[src/rtl/i2c_target_rx.sv]
// Write-only I2C target: oversampled SCL/SDA, START/STOP detection, 7-bit address match,
// ACK of address/data bytes, received bytes buffered in a FIFO. Optional macro: I2C_RX_GLITCH_FILTER_EN.
module i2c_target_rx #(
  parameter logic [6:0] ADDR       = 7'h42,
  parameter int         FIFO_DEPTH = 4
) (
  input  logic       clk,
  input  logic       rstn,
  input  logic       scl_i,
  input  logic       sda_i,
  output logic       sda_oe,
  output logic [7:0] rx_data,
  output logic       rx_valid,
  input  logic       rx_ready,
  output logic       selected,
  output logic       busy,
  output logic       overrun
);

  localparam int AW = $clog2(FIFO_DEPTH);
  localparam int PW = AW + 1;

  typedef enum logic [2:0] {
    S_IDLE, S_ADDR, S_ADDR_ACK, S_DATA, S_DATA_ACK, S_IGNORE
  } state_t;

  state_t state_q, state_d;

  logic scl_s1_q, scl_s2_q, sda_s1_q, sda_s2_q;
  logic scl_l, sda_l;
  logic scl_prev_q, sda_prev_q;
  logic start_ev, stop_ev, rise_ev, fall_ev;

  logic [3:0]  bit_cnt_q;
  logic [7:0]  shreg_q;
  logic        ack_q;
  logic        overrun_q;
  logic [7:0]  mem_q [FIFO_DEPTH];
  logic [PW-1:0] wr_ptr_q, rd_ptr_q;
  logic        full, empty, push, push_ok, pop;
  logic [7:0]  byte_in;

  always_ff @(posedge clk) begin
    if (!rstn) begin
      scl_s1_q <= 1'b1;
      scl_s2_q <= 1'b1;
      sda_s1_q <= 1'b1;
      sda_s2_q <= 1'b1;
    end else begin
      scl_s1_q <= scl_i;
      scl_s2_q <= scl_s1_q;
      sda_s1_q <= sda_i;
      sda_s2_q <= sda_s1_q;
    end
  end

`ifdef I2C_RX_GLITCH_FILTER_EN
  // Line follows the synchronizer only once three consecutive samples agree.
  logic scl_h1_q, scl_h2_q, scl_f_q, sda_h1_q, sda_h2_q, sda_f_q;

  always_comb begin
    scl_l = ((scl_s2_q == scl_h1_q) && (scl_h1_q == scl_h2_q)) ? scl_s2_q : scl_f_q;
    sda_l = ((sda_s2_q == sda_h1_q) && (sda_h1_q == sda_h2_q)) ? sda_s2_q : sda_f_q;
  end

  always_ff @(posedge clk) begin
    if (!rstn) begin
      scl_h1_q <= 1'b1;
      scl_h2_q <= 1'b1;
      scl_f_q  <= 1'b1;
      sda_h1_q <= 1'b1;
      sda_h2_q <= 1'b1;
      sda_f_q  <= 1'b1;
    end else begin
      scl_h1_q <= scl_s2_q;
      scl_h2_q <= scl_h1_q;
      scl_f_q  <= scl_l;
      sda_h1_q <= sda_s2_q;
      sda_h2_q <= sda_h1_q;
      sda_f_q  <= sda_l;
    end
  end
`else
  assign scl_l = scl_s2_q;
  assign sda_l = sda_s2_q;
`endif

  always_ff @(posedge clk) begin
    if (!rstn) begin
      scl_prev_q <= 1'b1;
      sda_prev_q <= 1'b1;
    end else begin
      scl_prev_q <= scl_l;
      sda_prev_q <= sda_l;
    end
  end

  assign start_ev = scl_l & scl_prev_q & sda_prev_q & ~sda_l;
  assign stop_ev  = scl_l & scl_prev_q & ~sda_prev_q & sda_l;
  assign rise_ev  = scl_l & ~scl_prev_q;
  assign fall_ev  = ~scl_l & scl_prev_q;

  always_ff @(posedge clk) begin
    if (!rstn) state_q <= S_IDLE;
    else       state_q <= state_d;
  end

  always_comb begin
    state_d = state_q;
    if (start_ev)     state_d = S_ADDR;
    else if (stop_ev) state_d = S_IDLE;
    else begin
      case (state_q)
        S_ADDR:
          if (fall_ev && bit_cnt_q == 4'd8)
            state_d = (shreg_q[7:1] == ADDR && !shreg_q[0]) ? S_ADDR_ACK : S_IGNORE;
        S_ADDR_ACK: if (fall_ev) state_d = S_DATA;
        S_DATA:     if (fall_ev && bit_cnt_q == 4'd8) state_d = S_DATA_ACK;
        S_DATA_ACK: if (fall_ev) state_d = S_DATA;
        default:    state_d = state_q;
      endcase
    end
  end

  always_comb begin
    sda_oe   = (state_q == S_ADDR_ACK) || (state_q == S_DATA_ACK && ack_q);
    selected = (state_q == S_DATA) || (state_q == S_DATA_ACK);
    busy     = (state_q != S_IDLE);
  end

  assign byte_in = {shreg_q[6:0], sda_l};
  assign push    = (state_q == S_DATA) && rise_ev && (bit_cnt_q == 4'd7);
  assign empty   = (wr_ptr_q == rd_ptr_q);
  // Full is judged before any same-cycle pop, so a full FIFO always NAKs.
  assign full    = (wr_ptr_q[AW] != rd_ptr_q[AW]) && (wr_ptr_q[AW-1:0] == rd_ptr_q[AW-1:0]);
  assign push_ok = push && !full;
  assign pop     = rx_valid && rx_ready;

  always_ff @(posedge clk) begin
    if (!rstn) begin
      bit_cnt_q <= 4'd0;
      ack_q     <= 1'b0;
      overrun_q <= 1'b0;
    end else begin
      if (start_ev || stop_ev) begin
        bit_cnt_q <= 4'd0;
      end else if (rise_ev && (state_q == S_ADDR || state_q == S_DATA) && bit_cnt_q < 4'd8) begin
        bit_cnt_q <= bit_cnt_q + 4'd1;
      end else if (fall_ev && (state_q == S_ADDR_ACK || state_q == S_DATA_ACK)) begin
        bit_cnt_q <= 4'd0;
      end
      if (push) begin
        ack_q <= !full;
        if (full) overrun_q <= 1'b1;
      end
    end
  end

  always_ff @(posedge clk) begin
    if (rise_ev && (state_q == S_ADDR || state_q == S_DATA) && bit_cnt_q < 4'd8)
      shreg_q <= byte_in;
    if (push_ok)
      mem_q[wr_ptr_q[AW-1:0]] <= byte_in;
  end

  always_ff @(posedge clk) begin
    if (!rstn) begin
      wr_ptr_q <= '0;
      rd_ptr_q <= '0;
    end else begin
      if (push_ok) wr_ptr_q <= wr_ptr_q + 1'b1;
      if (pop)     rd_ptr_q <= rd_ptr_q + 1'b1;
    end
  end

  assign rx_valid = !empty;
  assign rx_data  = rx_valid ? mem_q[rd_ptr_q[AW-1:0]] : 8'h00;
  assign overrun  = overrun_q;

endmodule
[config.mk]
export PLATFORM = sky130hd
export DESIGN_NAME = i2c_target_rx
export DESIGN_NICKNAME = d
export VERILOG_FILES = /design/src/rtl/i2c_target_rx.sv
export SDC_FILE = /design/constraint.sdc
export NUM_CORES = 1
export LEC_CHECK = 0
export CORE_MARGIN = 3
export CORE_UTILIZATION = 32
export DETAILED_ROUTE_END_ITERATION = 10
export SKIP_CTS_REPAIR_TIMING = 1
export SLEW_MARGIN = 20
export SYNTH_ARGS = -nofsm -noshare
export SYNTH_HDL_FRONTEND = slang
export SYNTH_SLANG_ARGS = --single-unit
[constraint.sdc]
create_clock -name clk -period 2 [get_ports clk]
set_input_delay 0.2 -clock clk [delete_from_list [all_inputs] [get_ports clk]]
set_output_delay 0.2 -clock clk [all_outputs]
set_load 0.05 [all_outputs]
==> impl_metrics.xml <==
<?xml version="1.0" encoding="UTF-8"?>
<metrics>
  <group name="worst_setup_path">
    <metric name="regToRegEndpoint" unit="">mem_q[3][7]$_DFFE_PP_</metric>
    <metric name="rr_startpoint" unit="">wr_ptr_q[1]$_SDFFE_PN0P_</metric>
    <metric name="crit_path_dat" unit="ns">1.68</metric>
    <metric name="critPathCaptureType" unit="">primary output</metric>
    <metric name="worst-r2r-cell-count" unit="">6</metric>
    <metric name="crit_fanout" unit="">9</metric>
    <metric name="cp-start-kind" unit="">flip-flop</metric>
    <metric name="timing.reg2reg.setup_slack" unit="ns">0.20</metric>
    <metric name="cp.required" unit="ns">1.80</metric>
    <metric name="timing_worst_setup_path_type" unit="">flip-flop to primary output</metric>
  </group>
  <group name="floorplanning">
    <metric name="ioPinCount" unit="">18</metric>
    <metric name="fp.dieArea" unit="um^2">9260</metric>
    <metric name="fp.dieW" unit="um">96.2</metric>
    <metric name="design.core.area" unit="um^2">7810</metric>
    <metric name="total_number_of_placement_rows" unit="">32</metric>
    <metric name="chipHeight" unit="um">96.2</metric>
    <metric name="initial_core_util" unit="%">33.3</metric>
  </group>
  <group name="cells_and_area">
    <metric name="leading_cell_type_in_the_layout_fill_and_taps_excluded" unit="">edfxtp_1</metric>
    <metric name="areaGrowthSynthToFinish" unit="%">23.5</metric>
    <metric name="mostFrequentLayoutCells" unit="">40 x edfxtp_1, 24 x buf_4, 23 x dfxtp_1, 11 x a21oi_1</metric>
    <metric name="drive_above_1_share" unit="%">24.1</metric>
    <metric name="fillCellCount" unit="">726</metric>
    <metric name="num_antenna_cells" unit="">0</metric>
    <metric name="finish.net_count" unit="">235</metric>
  </group>
  <group name="global_routing">
    <metric name="first_global_vias" unit="">1510</metric>
    <metric name="grt_first_pass_wirelength" unit="mm">7.40</metric>
    <metric name="grt_use_total" unit="%">10.9</metric>
    <metric name="grt_max_degree" unit="">13</metric>
    <metric name="initial_antenna_violation_count" unit="">0</metric>
    <metric name="gr-total-overflow" unit="">0</metric>
  </group>
  <group name="outcome">
    <metric name="outcome" unit="">finished clean</metric>
  </group>
  <group name="place">
    <metric name="numPortBuffers" unit="">17</metric>
    <metric name="gp_congestion" unit="">0.768</metric>
    <metric name="preCtsSetupSlack" unit="ns">0.0834</metric>
    <metric name="place_hpwl" unit="mm">3.26</metric>
  </group>
  <group name="synth">
    <metric name="synthArstFlopShare" unit="%">0</metric>
    <metric name="yosys.area.top_type" unit="">edfxtp_1</metric>
    <metric name="netlist.area_leader.share" unit="%">46.1</metric>
    <metric name="synth.yosys.warnings" unit="">0</metric>
    <metric name="synth_cells" unit="">186</metric>
    <metric name="synth_seq_area_share" unit="%">63.8</metric>
    <metric name="synth-seq-cells" unit="">63</metric>
    <metric name="syn_area_per_cell" unit="um^2">14.0</metric>
    <metric name="synth_flop_cell" unit="">edfxtp_1</metric>
    <metric name="synth_cell_types" unit="">45</metric>
    <metric name="syn_area" unit="um^2">2600</metric>
    <metric name="postSynthNetCount" unit="">198</metric>
    <metric name="post_synth_main_area_contributors" unit="">edfxtp_1 46%, dfxtp_1 18%, mux4_2 6.9%</metric>
    <metric name="synth-edff-count" unit="">40</metric>
  </group>
  <group name="min_path">
    <metric name="min_delay_path_depth" unit="">1</metric>
    <metric name="min-delay-path-class" unit="">flip-flop to flip-flop</metric>
    <metric name="holdPathEnd" unit="">scl_l$_SDFF_PN1_</metric>
    <metric name="worst_hold_startpoint" unit="">scl_s1_q$_SDFF_PN1_</metric>
  </group>
  <group name="cts">
    <metric name="cts_tree" unit="">yes</metric>
    <metric name="cts_root_buf" unit="">clkbuf_8</metric>
    <metric name="clockBufferDepth" unit="">2</metric>
    <metric name="cts.htree.levels" unit="">3</metric>
    <metric name="cts_sinks" unit="">63</metric>
    <metric name="numCtsBuffers" unit="">9</metric>
    <metric name="clkSlewWorstSetupHoldPaths" unit="ns">0.07</metric>
    <metric name="worstSkewPairLatency" unit="ns">0.33</metric>
  </group>
  <group name="detailed_routing">
    <metric name="drc" unit="">0</metric>
    <metric name="avgViaCountPerCell" unit="">4.73</metric>
    <metric name="totalWireLength" unit="mm">4.57</metric>
    <metric name="dr.pass1.iters" unit="">4</metric>
    <metric name="route.vias.total" unit="">1562</metric>
    <metric name="drt.antenna.violating_nets" unit="">0</metric>
    <metric name="detail_route.wl_per_cell" unit="um">13.9</metric>
    <metric name="detail_route.iter0.violations" unit="">36</metric>
  </group>
  <group name="timing">
    <metric name="finalSetupViolations" unit="">0</metric>
    <metric name="number_of_pins_exceeding_their_max_slew_limit_in_the_final_report" unit="">0</metric>
    <metric name="setup-tns-final" unit="ns">0</metric>
    <metric name="timing.fmax" unit="MHz">532</metric>
    <metric name="hold-worst-slack" unit="ns">0.405</metric>
    <metric name="min_period_over_period" unit="%">94.0</metric>
    <metric name="post-route-worst-setup-slack" unit="ns">0.119</metric>
    <metric name="maxSlewHeadroom" unit="%">64.2</metric>
    <metric name="setup_skew_after_layout" unit="ns">0.00683</metric>
    <metric name="post-route-min-period" unit="ns">1.88</metric>
    <metric name="worst_slew_pin_tran" unit="ns">0.531</metric>
    <metric name="finalHoldViolCount" unit="">0</metric>
  </group>
  <group name="run">
    <metric name="timing.max_cap.violations" unit="">0</metric>
  </group>
  <group name="power_and_ir_drop">
    <metric name="design_power_total" unit="mW">2.75</metric>
    <metric name="cellPowerDensity" unit="nW/um^2">856</metric>
    <metric name="irDropWorstVdd" unit="mV">0.492</metric>
    <metric name="power.static_leakage" unit="nW">1.16</metric>
  </group>
</metrics>
flip-flops by register name, summed over array words and instances (netlist names), 3 cells and up, named ones only:
name,cells
rd_ptr_q,3
shreg_q,8
state_q,3
mem_q,32
bit_cnt_q,4
wr_ptr_q,3
cell families (layout without fill, tap and decap cells):
kind of cell | Yosys count | after routing | synth area share [%]
adder cells (fa/ha/maj) | 7 | 7 | 3.36
multiplexers | 9 | 9 | 7.30
buffers and inverters | 15 | 57 | 2.83
flip-flops | 63 | 63 | 63.8
AO/OA/AOI/OAI | 24 | 24 | 5.81
XOR/XNOR | 8 | 8 | 2.69
AND/OR/NAND/NOR | 60 | 60 | 14.2
per-layer routing:
metal  wire length (um)  track usage (%)  up-vias
met1               2120             13.8      760
met5                  0                0        -
met3                171             3.99        7
li1                   -                -      770
met4                 66             4.27        0
met2               2210             17.0       25
report_power, final:
group          internal [mW]  switching, mW
Sequential              1.37        0.00619
Combinational         0.0234         0.0256
Clock                  0.831          0.491
stage by stage:
| stage | cell area (um^2) | util, % | instances |
|---|---|---|---|
| final | 3210 | 41.2 | 330 |
| after global routing | 3210 | 41.2 | 330 |
| after CTS | 3200 | 41.0 | 330 |
| after detailed placement | 2960 | 37.9 | 314 |
| after global placement | 2960 | 37.9 | 314 |
| after floorplan | 2600 | - | 186 |
worst max-delay path, cell delays in order, from the launching register on:
cell and delay, ns:
dfxtp_1 0.42, xor2_1 0.30, nor3_1 0.11, buf_4 0.18, nor2b_1 0.13, buf_4 0.21
cell type report:
type / count / area, um^2 / area share, %
clock buffers: 9 / 124 / 3.85
clock inverters: 7 / 121 / 3.78
inverters: 10 / 37.5 / 1.17
multi-input cells: 108 / 880 / 27.4
flip-flops and latches: 63 / 1660 / 51.7
well taps: 102 / 128 / 3.97
repair buffers: 31 / 263 / 8.17
worst max-delay path by stage:
stage | end | startpoint | cells after the start
detailed placement | mem_q[0][5]$_DFFE_PP_ | wr_ptr_q[0]$_SDFFE_PN0P_ | 4
CTS | busy | state_q[0]$_SDFFE_PN0P_ | 3
floorplan | selected | state_q[2]$_SDFFE_PP0P_ | 3
global route | rx_data[0] | wr_ptr_q[0]$_SDFFE_PN0P_ | 5
global placement | mem_q[0][5]$_DFFE_PP_ | wr_ptr_q[0]$_SDFFE_PN0P_ | 4
finish | rx_data[3] | wr_ptr_q[1]$_SDFFE_PN0P_ | 5
synth_stat cells (2+ instances only):
master	count
nand4b_1	2
mux4_2	8
inv_1	9
nor4b_1	2
o31ai_1	3
ha_1	7
o21ai_0	3
edfxtp_1	40
nor3_1	4
and2_1	3
nand2b_1	7
buf_6	2
nand2_1	6
or4b_1	2
nor2_1	7
xor2_1	6
xnor2_1	2
nor2b_1	8
dfxtp_1	23
nand3_1	7
a21oi_1	11
(Power assumes the default switching activity.)
